===== src/rtl/cfg_arb_pkg.sv =====
// Shared types and constants for the configuration port arbiter.
package cfg_arb_pkg;

  typedef enum logic [2:0] {
    ST_IDLE   = 3'd0,
    ST_GRANT  = 3'd1,
    ST_HUNT   = 3'd2,
    ST_HEADER = 3'd3,
    ST_DATA   = 3'd4
  } cfg_arb_state_e;

  localparam logic [31:0] SYNC_WORD = 32'hFAB0_FAB1;

  // Source indices double as bit positions in the one-hot Grant vector.
  localparam int SRC_UART = 0;
  localparam int SRC_PAR  = 1;

  // One-hot grant vector for a source index.
  function automatic logic [1:0] src_onehot(input logic src);
    return src ? 2'b10 : 2'b01;
  endfunction

endpackage


===== src/rtl/cfg_arb_stall_timer.sv =====
// Stall timer for the configuration port arbiter. Only instantiated when
// CFG_ARB_TIMEOUT_EN is defined. Counts consecutive cycles in which the
// locked source offers nothing, and flags the cycle that completes
// TimeoutCycles such cycles.
module cfg_arb_stall_timer #(
  parameter int TimeoutCycles = 1024,
  parameter int TimeoutWidth  = 16
) (
  input  logic clk_i,
  input  logic rst_ni,
  input  logic active_i,  // arbiter in HUNT, HEADER or DATA
  input  logic stall_i,   // granted source has Valid low this cycle
  output logic expire_o   // this is the TimeoutCycles-th stalled cycle
);

  localparam logic [TimeoutWidth-1:0] LastCount = TimeoutWidth'(TimeoutCycles - 1);

  logic [TimeoutWidth-1:0] cnt_q, cnt_d;

  assign expire_o = active_i && stall_i && (cnt_q == LastCount);

  // Count stalled cycles; any acceptance, inactivity or expiry restarts the count.
  always_comb begin
    cnt_d = '0;
    if (active_i && stall_i && !expire_o) cnt_d = cnt_q + 1'b1;
  end

  // Stall counter register.
  always_ff @(posedge clk_i or negedge rst_ni) begin
    if (!rst_ni) cnt_q <= '0;
    else         cnt_q <= cnt_d;
  end

endmodule


===== src/rtl/config_port_arbiter.sv =====
// Two-source arbiter in front of the configuration FSM write port.
// Source 0 (UART words) and source 1 (parallel bus) are granted one at a
// time; a grant is held across whole configuration sessions and released
// only at a desync header (or, with CFG_ARB_TIMEOUT_EN defined, after a
// stall timeout).
//
// Handshake: a source word is accepted in a cycle where Sx_Valid && Sx_Ready.
// Sx_Ready is a function of registered state and Grant only, never of Valid.
// The downstream side has no handshake: each accepted word appears on
// WriteData with a one-cycle WriteStrobe in the following cycle.
import cfg_arb_pkg::*;

module config_port_arbiter #(
  parameter int NumberOfRows  = 16,
  parameter int desync_flag   = 20,
  parameter int TimeoutCycles = 1024,
  parameter int TimeoutWidth  = 16
) (
  input  logic           CLK,
  input  logic           RESETn,
  input  logic [31:0]    S0_Data,
  input  logic           S0_Valid,
  output logic           S0_Ready,
  input  logic [31:0]    S1_Data,
  input  logic           S1_Valid,
  output logic           S1_Ready,
  output logic [31:0]    WriteData,
  output logic           WriteStrobe,
  output logic           CfgReset,
  output logic [1:0]     Grant,
  output logic           Locked,
  output logic           TimeoutErr,
  input  logic           ClearErr,
  output cfg_arb_state_e DbgState
);

  localparam int RowW = $clog2(NumberOfRows + 1);

  cfg_arb_state_e  state_q, state_d;
  logic [1:0]      grant_q, grant_d;
  logic            last_q, last_d;       // source granted most recently
  logic [RowW-1:0] row_cnt_q, row_cnt_d;
  logic            cfg_reset_q, cfg_reset_d;
  logic [31:0]     wdata_q;
  logic            wstrobe_q;
  logic            active;
  logic            accept;
  logic [31:0]     acc_word;
  logic            pick;
  logic            timeout_hit;

  assign active   = (state_q == ST_HUNT) || (state_q == ST_HEADER) || (state_q == ST_DATA);
  assign S0_Ready = active && grant_q[SRC_UART];
  assign S1_Ready = active && grant_q[SRC_PAR];
  assign accept   = (S0_Valid && S0_Ready) || (S1_Valid && S1_Ready);
  assign acc_word = grant_q[SRC_PAR] ? S1_Data : S0_Data;
  // Round-robin: on a tie the source not granted last wins.
  assign pick     = (S0_Valid && S1_Valid) ? ~last_q : S1_Valid;

  assign WriteData   = wdata_q;
  assign WriteStrobe = wstrobe_q;
  assign CfgReset    = cfg_reset_q;
  assign Grant       = grant_q;
  assign Locked      = (state_q == ST_HEADER) || (state_q == ST_DATA);
  assign DbgState    = state_q;

`ifdef CFG_ARB_TIMEOUT_EN
  logic stall;
  logic terr_q;

  assign stall      = active && !(grant_q[SRC_PAR] ? S1_Valid : S0_Valid);
  assign TimeoutErr = terr_q;

  cfg_arb_stall_timer #(
    .TimeoutCycles(TimeoutCycles),
    .TimeoutWidth (TimeoutWidth)
  ) u_stall_timer (
    .clk_i   (CLK),
    .rst_ni  (RESETn),
    .active_i(active),
    .stall_i (stall),
    .expire_o(timeout_hit)
  );

  // Sticky timeout flag; a new timeout wins over a simultaneous clear.
  always_ff @(posedge CLK or negedge RESETn) begin
    if (!RESETn)          terr_q <= 1'b0;
    else if (timeout_hit) terr_q <= 1'b1;
    else if (ClearErr)    terr_q <= 1'b0;
  end
`else
  localparam int unused_timeout_cfg = TimeoutCycles + TimeoutWidth;
  logic unused_clear_err;

  assign unused_clear_err = ClearErr;
  assign timeout_hit      = 1'b0;
  assign TimeoutErr       = 1'b0;
`endif

  // Next-state logic: grant selection and sync/header/frame tracking.
  always_comb begin
    state_d     = state_q;
    grant_d     = grant_q;
    last_d      = last_q;
    row_cnt_d   = row_cnt_q;
    cfg_reset_d = 1'b0;
    case (state_q)
      ST_IDLE: begin
        // Hold off one cycle while an abort pulse is on CfgReset so the
        // following grant pulse gives the config FSM a fresh rising edge.
        if (!cfg_reset_q && (S0_Valid || S1_Valid)) begin
          grant_d     = src_onehot(pick);
          cfg_reset_d = 1'b1;
          state_d     = ST_GRANT;
        end
      end
      ST_GRANT: state_d = ST_HUNT;
      ST_HUNT: begin
        if (accept && (acc_word == SYNC_WORD)) state_d = ST_HEADER;
      end
      ST_HEADER: begin
        if (accept) begin
          if (acc_word[desync_flag]) begin
            state_d = ST_IDLE;
            grant_d = 2'b00;
            last_d  = grant_q[SRC_PAR];
          end else begin
            row_cnt_d = RowW'(NumberOfRows);
            state_d   = ST_DATA;
          end
        end
      end
      ST_DATA: begin
        if (accept) begin
          row_cnt_d = row_cnt_q - 1'b1;
          if (row_cnt_q == RowW'(1)) state_d = ST_HEADER;
        end
      end
      default: state_d = ST_IDLE;
    endcase
    // A stall timeout aborts the session and rotates priority.
    if (timeout_hit) begin
      state_d     = ST_IDLE;
      grant_d     = 2'b00;
      last_d      = grant_q[SRC_PAR];
      cfg_reset_d = 1'b1;
    end
  end

  // Control state registers.
  always_ff @(posedge CLK or negedge RESETn) begin
    if (!RESETn) begin
      state_q     <= ST_IDLE;
      grant_q     <= 2'b00;
      last_q      <= 1'b1;
      row_cnt_q   <= '0;
      cfg_reset_q <= 1'b0;
    end else begin
      state_q     <= state_d;
      grant_q     <= grant_d;
      last_q      <= last_d;
      row_cnt_q   <= row_cnt_d;
      cfg_reset_q <= cfg_reset_d;
    end
  end

  // Forward every accepted word one cycle later.
  always_ff @(posedge CLK or negedge RESETn) begin
    if (!RESETn) begin
      wdata_q   <= '0;
      wstrobe_q <= 1'b0;
    end else begin
      wstrobe_q <= accept;
      if (accept) wdata_q <= acc_word;
    end
  end

endmodule


===== config.mk =====
export PLATFORM = sky130hd
export DESIGN_NAME = config_port_arbiter
export DESIGN_NICKNAME = d
export VERILOG_FILES = /design/src/rtl/cfg_arb_pkg.sv /design/src/rtl/cfg_arb_stall_timer.sv /design/src/rtl/config_port_arbiter.sv
export SDC_FILE = /design/constraint.sdc
export NUM_CORES = 1
export LEC_CHECK = 0
export CORE_MARGIN = 5
export CORE_UTILIZATION = 42
export DETAILED_ROUTE_END_ITERATION = 8
export GPL_ROUTABILITY_DRIVEN = 0
export PLACE_DENSITY = 0.81
export REMOVE_ABC_BUFFERS = 1
export SYNTH_ARGS = -nofsm -noshare
export SYNTH_HDL_FRONTEND = slang
export SYNTH_SLANG_ARGS = --single-unit

===== constraint.sdc =====
create_clock -name CLK -period 2.35 [get_ports CLK]
set_clock_uncertainty 0.2 [all_clocks]
set_input_delay 0.3525 -clock CLK [delete_from_list [all_inputs] [get_ports CLK]]
set_output_delay 0.3525 -clock CLK [all_outputs]
set_load 0.1 [all_outputs]

Yosys cells after proc, flatten, opt, wreduce, memory -nomap -nowiden
Index checks and enable logic that the tools add are counted.
{"block": "totals", "out_inout_bits": 43, "elab_cells": 62, "regBits": 45, "input_bits": 69}
{"block": "op_classes", "mux": 20, "addsub": 1, "n_eq_ne": 13, "bitwise_logic": 1, "n_reduce_logical": 20}
{"cell": "$eq A32 B32 Y1 const B", "n": 1}
{"cell": "$mux W32", "n": 1}
{"cell": "$mux W3", "n": 6}
{"cell": "$mux W5", "n": 3}
{"cell": "$pmux W3 S5", "n": 1}
{"cell": "$ne A2 B2 Y1 const B", "n": 5}
{"cell": "$pmux W5 S2", "n": 1}
{"cell": "$mux W2", "n": 4}
{"cell": "$reduce_and A4 Y1", "n": 2}
{"cell": "$logic_and A1 B1 Y1", "n": 7}
{"cell": "$eq A3 B2 Y1 const B", "n": 2}
{"cell": "$eq A5 B1 Y1 const B", "n": 1}
{"cell": "$logic_or A1 B1 Y1", "n": 5}
{"cell": "$reduce_and A5 Y1", "n": 1}
{"cell": "$sub A5 B1 Y5 const B", "n": 1}
{"cell": "$ne A2 B1 Y1 const B", "n": 2}
{"cell": "$pmux W2 S2", "n": 1}
{"cell": "$reduce_bool A2 Y1", "n": 2}
{"cell": "$eq A3 B1 Y1 const B", "n": 1}
{"cell": "$eq A3 B3 Y1 const B", "n": 1}
{"cell": "$logic_not A3 Y1", "n": 1}
{"cell": "$mux W1", "n": 3}
{"cell": "$reduce_and A3 Y1", "n": 1}
{"cell": "$logic_not A1 Y1", "n": 1}
{"cell": "$not A1 Y1", "n": 1}

Logic depth before layout (Yosys ltp)
Gate-level depths: netlist of run 1.
{"block": "depth", "word_depth": 9, "ltp_mapped": 8, "ltp_nobuf": 7}

Worst setup path after synthesis of run 1
No wires, ideal clock.
{"block": "synth_path", "kind": "register to output", "from": "register state_q[2], in the netlist DbgState[2]", "to": "output port S0_Ready", "path_buffers": 1, "required_ns": 1.798, "path_stages_with_launch": 5, "setup_slack_ns": -1.004, "arrival_time_ns": 2.801, "path_cell_list": "dfrtp_1 -> buf_6 -> nor3b_4 -> nor2_1 -> nor2b_1"}
{"block": "synth_between", "elab_chain_len": 4, "elab_cells_between_ends": 6, "cone_classes": "eq/ne (3); reduce/logical (3)"}
{"item": "from (decl)", "line": "config_port_arbiter.sv:39", "source": "cfg_arb_state_e state_q, state_d;"}
{"item": "from (signal assigned)", "line": "config_port_arbiter.sv:159", "source": "state_q <= state_d;"}
{"item": "$eq A3 B2 Y1", "line": "config_port_arbiter.sv:52", "source": "assign active = (state_q == ST_HUNT) || (state_q == ST_HEADER) || (state_q == ST_DATA);"}
{"item": "$logic_or A1 B1 Y1", "line": "config_port_arbiter.sv:52"}
{"item": "$logic_or A1 B1 Y1 *", "line": "config_port_arbiter.sv:52"}
{"item": "$logic_and A1 B1 Y1 *", "line": "config_port_arbiter.sv:53", "source": "assign S0_Ready = active && grant_q[SRC_UART];"}
{"item": "to (decl)", "line": "config_port_arbiter.sv:23", "source": "output logic S0_Ready,"}
Mark *: on every way between the ends. The rest lies on a longest branch, timed or not.

Worst setup path after layout of run 1
{"block": "layout_path", "from": "register state_q[0], in the netlist DbgState[0]", "to": "output port Locked"}
{"block": "layout_between", "elab_chain_len": 2, "elab_cells_between_ends": 3, "cone_classes": "eq/ne (2); reduce/logical (1)"}
{"item": "$eq A3 B2 Y1 / $eq A3 B3 Y1 (equally long branches)", "line": "config_port_arbiter.sv:64", "source": "assign Locked = (state_q == ST_HEADER) || (state_q == ST_DATA);"}
{"item": "$logic_or A1 B1 Y1 *", "line": "config_port_arbiter.sv:64"}
{"item": "to (decl)", "line": "config_port_arbiter.sv:31", "source": "output logic Locked,"}
Marked as above.

==> results of run 1 <==
[sequential cells by signal, indices dropped and copies added, names as in the netlist]
name and count:
Grant 2, WriteData 32, row_cnt_q 5, last_q 1
DbgState 3, WriteStrobe 1, CfgReset 1
[critical path, stage by stage, from the launching register on]
cell and delay [ns]:
dfrtp_1 0.50, or3b_2 0.55, nand2_1 0.13, buf_12 0.19
[cell type report]
cell class / instances / area, um2 / area share (%)
clock inverter: 1 / 30.03 / 0.8245
clock buffer: 7 / 86.33 / 2.370
inverter: 4 / 15.01 / 0.4122
multi-input combinational: 184 / 1192 / 32.74
timing repair buffer: 116 / 1099 / 30.16
tap: 72 / 90.09 / 2.473
sequential: 45 / 1130 / 31.02
[timing repair]
item / in CTS / in global routing
endpoints found under the setup margin: 0 / 2
hold buffers: 1 / 0
resized for setup: 0 / 1
endpoints found under the hold margin: 20 / 0
[final timing paths]
check                                          start                        end  slack [ns]  cells after the start
setup reg to reg                Grant[1]$_DFFE_PN0P_    DbgState[0]$_DFFE_PN0P_        0.37                      4
min in group asynchronous                     RESETn   WriteData[4]$_DFFE_PN0P_        0.35                      2
max in group asynchronous                     RESETn         last_q$_DFFE_PN1P_        1.02                      3
setup / recovery             DbgState[0]$_DFFE_PN0P_                     Locked        0.14                      3
hold / removal             WriteData[15]$_DFFE_PN0P_  WriteData[15]$_DFFE_PN0P_        0.28                      2
hold reg to reg            WriteData[15]$_DFFE_PN0P_  WriteData[15]$_DFFE_PN0P_        0.28                      2
[per-layer routing]
layer	up-vias	wire length (um)
li1	1098	-
met1	1023	2663
met2	79	3317
met3	5	581
met4	0	44
met5	-	0
[cells by family (layout without fill, tap and decap cells)]
logic type / Yosys count / count (layout) / share of synthesized area (%)
mux: 33 / 33 / 13.86
xor+xnor: 3 / 3 / 1.082
fa+ha+maj: 2 / 2 / 1.030
other cells: 1 / 1 / 0.1544
buf+inv: 19 / 128 / 4.790
flops: 45 / 45 / 46.42
simple gates: 92 / 92 / 20.40
compound gates: 53 / 53 / 12.26
[placed cells by master, fill, tap and decap left out, types with 2 or more instances in the layout]
cell type / instances
a22o_1: 2
buf_12: 5
buf_4: 43
clkbuf_8: 6
clkdlybuf4s50_1: 66
dfrtp_1: 42
dfrtp_2: 2
ha_1: 2
inv_1: 4
mux2i_1: 31
nand2_1: 41
nand3_1: 6
nand4_1: 7
nand4b_1: 2
nor2_1: 12
nor2b_1: 2
nor3_1: 3
nor4_1: 3
nor4b_1: 6
o21ai_0: 41
xor2_1: 3
[through the flow]
step                      std cells  worst slack (ns)  hold slack, ns  cell area (um2)  util, %
final                           429            0.1392          0.2839             3642    65.34
after global routing            429           0.06644          0.3031             3642    65.34
after CTS                       429           0.07324          0.2907             3641    65.32
after detailed placement        420            0.2375          0.1478             3515    63.05
after global placement          420            0.3124          0.1401             3515    63.05
after floorplan                 233            -1.771         -0.1431             2327        -
==> out/metrics.csv, run 1 <==
metric;value;unit
status;completed;
Worst Setup End Kind;output pin;
# fillers;461;
Post-CTS Setup Inserts;0;
clk buf depth;2;
clock root buffer master;clkbuf_8;
Slew Limit Headroom;66.99;%
Worst-path clk slew;0.08;ns
Residual DRC;0;
global routing usage on met1;21.84;%
vias post-DR;2205;
Synth top area share;45.34;%
CORE AREA;0.005574;mm2
initial antenna violation count;0;
critical path type;reg -> out;
Top Usage Layer GRT;met2;
top cells by area, synth;dfrtp_1 45%, mux2i_1 13%, o21ai_0 8.4%;
IO Pins;112;
Worst-Skew Late Latency;0.30;ns
Post-synth EDFFs;0;
number of global-route vias before repair;2298;
asr flop ratio synth;100.0;%
final period utilization;94.08;%
TritonCTS buffer count;5;
Final Hold Viols;0;
leading cell types by count after synthesis;44 x dfrtp_1, 41 x nand2_1, 41 x o21ai_0;
port bufs;109;
CP startpoint kind;flop;
number of cell rows;27;
initial core utilization;43.57;%
DRT iter0 DRCs;150;
register area share after synthesis;46.42;%
HPWL reported at the end of detailed placement;5284;um
final WL;6607;um
Cell variety after synth;44;
worst-margin pin slew;0.4883;ns
Tightest Hold Check Type;reg -> reg;
post-synthesis register bit count;45;
post-route ant nets;0;
Yosys top cell by area;dfrtp_1;
die height;86.04;um
# setup viols final;0;
Initial DRT Pass Iterations;4;
WP data arrival;1.66;ns
first-pass GRT wire length;10900;um
final setup TNS;0;ns
Fmax achieved;452.3;MHz
most common cell in the synthesized netlist;dfrtp_1;
P&R area growth vs syn;49.97;%
Post-Syn Area;0.002429;mm2
die width;86.04;um
number of clock sinks;45;
largest net degree at the start of global routing;34;
dominant synthesized flop cell;dfrtp_1;
layout cell share with drive strength beyond 1;19.05;%
TritonCTS clock tree;done;
routed vias/inst;5.140;
GR Util met2;32.10;%
Tmin final;2.211;ns
# diodes;0;
worst-path fanout max;8;
Ys Warns;0;
# nets final;427;
GRT overflow;0;
unrepaired setup endpoints after global routing;no;
Final Slew Violations;0;
MaxCap Viol Count;0;
mean post-synth cell area;9.793;um2
CP required;1.80;ns
Mapped Cells;248;
M3 GR Usage;6.340;%
die area;0.007403;mm2
Avg WL per Cell;15.40;um
H-tree lvl count;2;
gr usage total;18.34;%
Power of run 1 is not shown: default switching activity piles up to over one toggle a cycle in this logic, so the estimate is an artifact.
==> run 2: changes to the inputs <==
--- a/config.mk
+++ b/config.mk
@@ -9,8 +9,9 @@
 export CORE_UTILIZATION = 42
 export DETAILED_ROUTE_END_ITERATION = 8
 export GPL_ROUTABILITY_DRIVEN = 0
+export HOLD_SLACK_MARGIN = 0.08
 export PLACE_DENSITY = 0.81
-export REMOVE_ABC_BUFFERS = 1
+export SLEW_MARGIN = 20
 export SYNTH_ARGS = -nofsm -noshare
 export SYNTH_HDL_FRONTEND = slang
 export SYNTH_SLANG_ARGS = --single-unit
==> run 2 against run 1 <==
Against the previous run:
- non-clock buffer count stayed put
- critical path depth is 1 higher
- die area stayed put
- hold slack worse by 0.0022 ns
- sequential cell count stayed put
- via count is 0.77% higher
- worst setup slack better by 0.069 ns
- clock-buffer cell count is 1 higher
- first-iteration DRC count is 55% lower
- sequential share of layout area is 0.12 points higher
==> out/metrics.csv, run 2 (synthesis gave the netlist of run 1 again) <==
metric;value;unit;change
die width;86.04;um;unchanged
Crit-path slowest cell;dfrtp_2;;
TritonCTS buffer count;5;;unchanged
CORE AREA;0.005574;mm2;unchanged
Residual DRC;0;;unchanged
clock root buffer master;clkbuf_8;;
IO Pins;112;;unchanged
final setup TNS;0;ns;unchanged
Stages on worst setup path;4;;+1
Worst-path clk slew;0.08;ns;about the same
final WL;6595;um;-0.18%
worst-margin pin slew;0.5372;ns;+0.04890 ns
number of cell rows;27;;unchanged
# diodes;0;;unchanged
layout cell share with drive strength beyond 1;20.17;%;+1.1 points
critical path type;reg -> out;;
WP data arrival;1.59;ns;-0.07 ns
HPWL reported at the end of detailed placement;5546;um;+5.0%
most frequent cells in the layout;66 x clkdlybuf4s50_1, 43 x buf_4, 41 x o21ai_0;;
worst-path fanout max;10;;+2
MaxCap Viol Count;0;;unchanged
Worst path max stage delay;0.47;ns;-0.08 ns
utilization after layout;65.23;%;-0.11 points
post-CTS sizing;0;;unchanged
DRT iter0 DRCs;68;;-55%
final period utilization;91.16;%;-2.9 points
vias post-DR;2222;;+0.77%
CP required;1.80;ns;about the same
Hold Slack;0.2817;ns;-0.002226 ns
CP startpoint kind;flop;;
clk buf depth;2;;unchanged
unrepaired setup endpoints after global routing;no;;
# setup viols final;0;;unchanged
Tmin final;2.142;ns;-0.06853 ns
Final Slew Violations;0;;unchanged
H-tree lvl count;2;;unchanged
Slew Limit Headroom;64.18;%;-2.8 points
die area;0.007403;mm2;unchanged
initial core utilization;43.57;%;unchanged
# nets final;427;;unchanged
gr usage total;19.07;%;+0.73 points
syn_nets;319;;
CP cell instances;nor3b_4, nor2_1, nor2b_4, buf_12;;
number of clock sinks;45;;unchanged
port bufs;109;;unchanged
max reg flops;32;;unchanged
number of global-route vias before repair;2370;;+3.1%
TritonCTS clock tree;done;;
P&R area growth vs syn;49.72;%;
Final Hold Viols;0;;unchanged
Avg WL per Cell;15.37;um;-0.18%
initial antenna violation count;0;;unchanged
Hold Crit Depth;2;;unchanged
first-pass GRT wire length;11130;um;+2.1%
FF-to-FF path depth;4;;unchanged
largest net degree at the start of global routing;65;;+91%
post-route ant nets;0;;unchanged
Initial DRT Pass Iterations;4;;unchanged
Top delay family on crit path;simple AND/OR/NAND/NOR gates;;
Fmax achieved;466.8;MHz;+3.2%
Tightest Hold Check Type;reg -> reg;;
status;completed;;
WP buf/inv;1;;unchanged
Worst-Skew Late Latency;0.29;ns;about the same
routed vias/inst;5.179;;+0.77%
Worst Setup End Kind;output pin;;
die height;86.04;um;unchanged
commonest non-fill, non-tap cell in the layout;clkdlybuf4s50_1;;
GRT overflow;0;;unchanged
==> run 2: cell types whose count changed in the layout (fill, tap and decap cells not counted) <==
cell / delta
nor2b_1: -1
nor2_1: -1
nor2_4: +1
bufinv_16: -1
dfrtp_1: -2
nand2_2: +1
clkbuf_1: +1
dfrtp_2: +2
nand2_1: -1
nor2b_4: +1
==> run 2: final cells by class <==
type | count | area, um2
Fill cell | 483 | 1938
Multi-Input combinational cell | 184 | 1210
Sequential cell | 45 | 1132
Timing Repair Buffer | 116 | 1099
Clock buffer | 8 | 90.09
Tap cell | 72 | 90.09
Inverter | 4 | 15.01
==> run 2: worst min-delay path, stage by stage, from the launching register on <==
cell	delay, ns
dfrtp_1	0.35
nand2_1	0.05
o21ai_0	0.06
==> run 2: path summary, 6_finish.rpt <==
check / to / start / slack, ns
max: S0_Ready / DbgState[2]$_DFFE_PN0P_ / 0.21
min: WriteData[14]$_DFFE_PN0P_ / WriteData[14]$_DFFE_PN0P_ / 0.28
max reg2reg: DbgState[0]$_DFFE_PN0P_ / Grant[1]$_DFFE_PN0P_ / 0.47
min reg2reg: WriteData[14]$_DFFE_PN0P_ / WriteData[14]$_DFFE_PN0P_ / 0.28
max in group asynchronous: WriteData[24]$_DFFE_PN0P_ / RESETn / 0.91
min in group asynchronous: WriteData[11]$_DFFE_PN0P_ / RESETn / 0.37
==> run 2: per-layer routing <==
| layer | up-vias | wire length, um | GRT usage (%) |
|---|---|---|---|
| met4 | 0 | 73 | 5.036 |
| met5 | - | 0 | 0 |
| met2 | 93 | 3093 | 31.25 |
| met1 | 1025 | 2593 | 22.41 |
| li1 | 1097 | - | - |
| met3 | 7 | 835 | 9.030 |
==> run 2: per-stage QoR <==
stage / setup slack [ns] / cells / area, um2
after CTS: 0.1890 / 429 / 3636
after global routing: 0.1087 / 429 / 3636
after global placement: 0.2554 / 420 / 3536
final: 0.2077 / 429 / 3636
after detailed placement: 0.2469 / 420 / 3536
after floorplan: 0.04250 / 248 / 2451
==> run 2: what timing repair did <==
action | 4_1_cts | 5_1_grt
hold buffers | 1 | 0
endpoints found under the hold margin | 23 | 0
buffers inserted | 0 | 0
Power of run 2 is left out for the same reason.
==> run 3: changes to the inputs <==
--- a/config.mk
+++ b/config.mk
@@ -5,12 +5,14 @@
 export SDC_FILE = /design/constraint.sdc
 export NUM_CORES = 1
 export LEC_CHECK = 0
+export CELL_PAD_IN_SITES_DETAIL_PLACEMENT = 1
+export CELL_PAD_IN_SITES_GLOBAL_PLACEMENT = 2
 export CORE_MARGIN = 5
-export CORE_UTILIZATION = 42
+export CORE_UTILIZATION = 24
 export DETAILED_ROUTE_END_ITERATION = 8
 export GPL_ROUTABILITY_DRIVEN = 0
 export HOLD_SLACK_MARGIN = 0.08
-export PLACE_DENSITY = 0.81
+export PLACE_DENSITY_LB_ADDON = 0.1
 export SLEW_MARGIN = 20
 export SYNTH_ARGS = -nofsm -noshare
 export SYNTH_HDL_FRONTEND = slang
==> run 3 against run 2 <==
Against the previous run:
- via count about the same
- core utilization decreased by 27 points
- critical path depth unchanged
- die area increased by 65%
- cell area increased by 2.4%
- cell count increased by 14%
- routed wire length increased by 24%
- global-route usage decreased by 5.5 points
- hold slack improved by 0.00076 ns
- sequential share of layout area decreased by 0.73 points
- clock-buffer cell count decreased by 1
==> out/metrics.csv, run 3 (synthesis gave the netlist of run 1 again) <==
metric;value;unit;change
Worst path max stage delay;0.50;ns;+0.03 ns
initial core utilization;24.73;%;-19 points
GRT overflow;0;;unchanged
IO Pins;112;;unchanged
vias post-DR;2220;;-0.090%
# nets final;427;;unchanged
WP buf/inv;1;;unchanged
number of clock sinks;45;;unchanged
Top delay family on crit path;simple AND/OR/NAND/NOR gates;;
number of cell rows;36;;+33%
gr usage total;13.57;%;-5.5 points
unrepaired setup endpoints after global routing;no;;
CP required;1.80;ns;about the same
Residual DRC;0;;unchanged
utilization after layout;37.92;%;-27 points
Slew Limit Headroom;62.12;%;-2.1 points
critical path type;reg -> out;;
post-CTS sizing;0;;unchanged
Final Slew Violations;0;;unchanged
Post-CTS Setup Inserts;0;;unchanged
HPWL reported at the end of detailed placement;6651;um;+20%
hold-fix buffers at CTS;1;;unchanged
hold_sp;WriteData[25]$_DFFE_PN0P_;;
MaxCap Viol Count;0;;unchanged
# setup viols final;0;;unchanged
largest net degree at the start of global routing;65;;unchanged
Fmax achieved;452.4;MHz;-3.1%
die width;110.6;um;+29%
max reg flops;32;;unchanged
worst-path fanout max;10;;unchanged
DRT iter0 DRCs;41;;-40%
# diodes;0;;unchanged
clock root buffer master;clkbuf_8;;
port bufs;109;;unchanged
initial antenna violation count;0;;unchanged
final WL;8195;um;+24%
TritonCTS buffer count;5;;unchanged
Worst Setup End Kind;output pin;;
first-pass GRT wire length;13450;um;+21%
CP startpoint kind;flop;;
status;completed;;
worst-margin pin slew;0.5682;ns;+0.03096 ns
H-tree lvl count;2;;unchanged
Worst-Skew Late Latency;0.30;ns;about the same
# fillers;1160;;+140%
routed vias/inst;4.531;;-13%
Tightest Hold Check Type;reg -> reg;;
die area;0.01223;mm2;+65%
clk buf depth;2;;unchanged
Hold Slack;0.2825;ns;+0.0007570 ns
CP cell instances;and2b_1, nor2_1, nor2b_4, buf_12;;
syn_nets;319;;unchanged
CORE AREA;0.009819;mm2;+76%
crit path from;DbgState[2]$_DFFE_PN0P_;;
Crit-path slowest cell;dfrtp_2;;
die height;110.6;um;+29%
layout cell share with drive strength beyond 1;20.73;%;+0.56 points
TritonCTS clock tree;done;;
commonest non-fill, non-tap cell in the layout;clkdlybuf4s50_1;;
Avg WL per Cell;16.72;um;+8.8%
Worst-path clk slew;0.09;ns;about the same
final period utilization;94.07;%;+2.9 points
number of global-route vias before repair;2490;;+5.1%
Initial DRT Pass Iterations;4;;unchanged
final setup TNS;0;ns;unchanged
most frequent cells in the layout;66 x clkdlybuf4s50_1, 43 x buf_4, 41 x o21ai_0;;
post-route ant nets;0;;unchanged
Final Hold Viols;0;;unchanged
WP data arrival;1.66;ns;+0.07 ns
reg-to-reg startpoint;Grant[1]$_DFFE_PN0P_;;
Tmin final;2.211;ns;+0.06833 ns
P&R area growth vs syn;53.32;%;
-- run 3: cell types whose count changed in the layout (fill, tap and decap cells not counted) --
cell	previous run	this run
clkbuf_8	6	7
clkinv_2	0	1
clkbuf_1	2	0
-- run 3: final timing paths --
kind                       cells past startpoint  slack, ns                         to
setup / recovery                               4       0.14                   S0_Ready
hold / removal                                 2       0.28  WriteData[25]$_DFFE_PN0P_
setup reg to reg                               4       0.38    DbgState[0]$_DFFE_PN0P_
hold reg to reg                                2       0.28  WriteData[25]$_DFFE_PN0P_
max in group asynchronous                      3       0.90         last_q$_DFFE_PN1P_
min in group asynchronous                      2       0.39   WriteData[2]$_DFFE_PN0P_
-- run 3: cell type report --
type                    count  area, um2  share of cell area, %
clock inverters             1      5.005                 0.1344
multi-input cells         184       1210                  32.49
inverters                   4      15.01                 0.4032
flip-flops and latches     45       1132                  30.41
clock buffers               7      96.34                  2.587
repair buffers            116       1099                  29.50
well taps                 133      166.4                  4.469
-- run 3: metrics by stage --
step / instances / instance area, um2 / setup WS, ns
2_1_floorplan: 248 / 2451 / 0.04250
3_3_place_gp: 481 / 3612 / 0.2206
3_5_place_dp: 481 / 3612 / 0.1931
4_1_cts: 490 / 3724 / 0.1099
5_1_grt: 490 / 3724 / 0.05348
6_report: 490 / 3724 / 0.1394
-- run 3: worst min-delay path, cell delays in order, from the launching register on --
cell and delay, ns:
dfrtp_1 0.35, nand2_1 0.05, o21ai_0 0.06
-- run 3: routing by layer --
metal	wire length (um)	global-route usage, %	vias to the layer above
met4	80	3.448	0
met2	3945	22.29	63
met5	0	0	-
met1	3639	17.16	1051
li1	-	-	1099
met3	528	4.486	7
Power of run 3 is left out for the same reason.
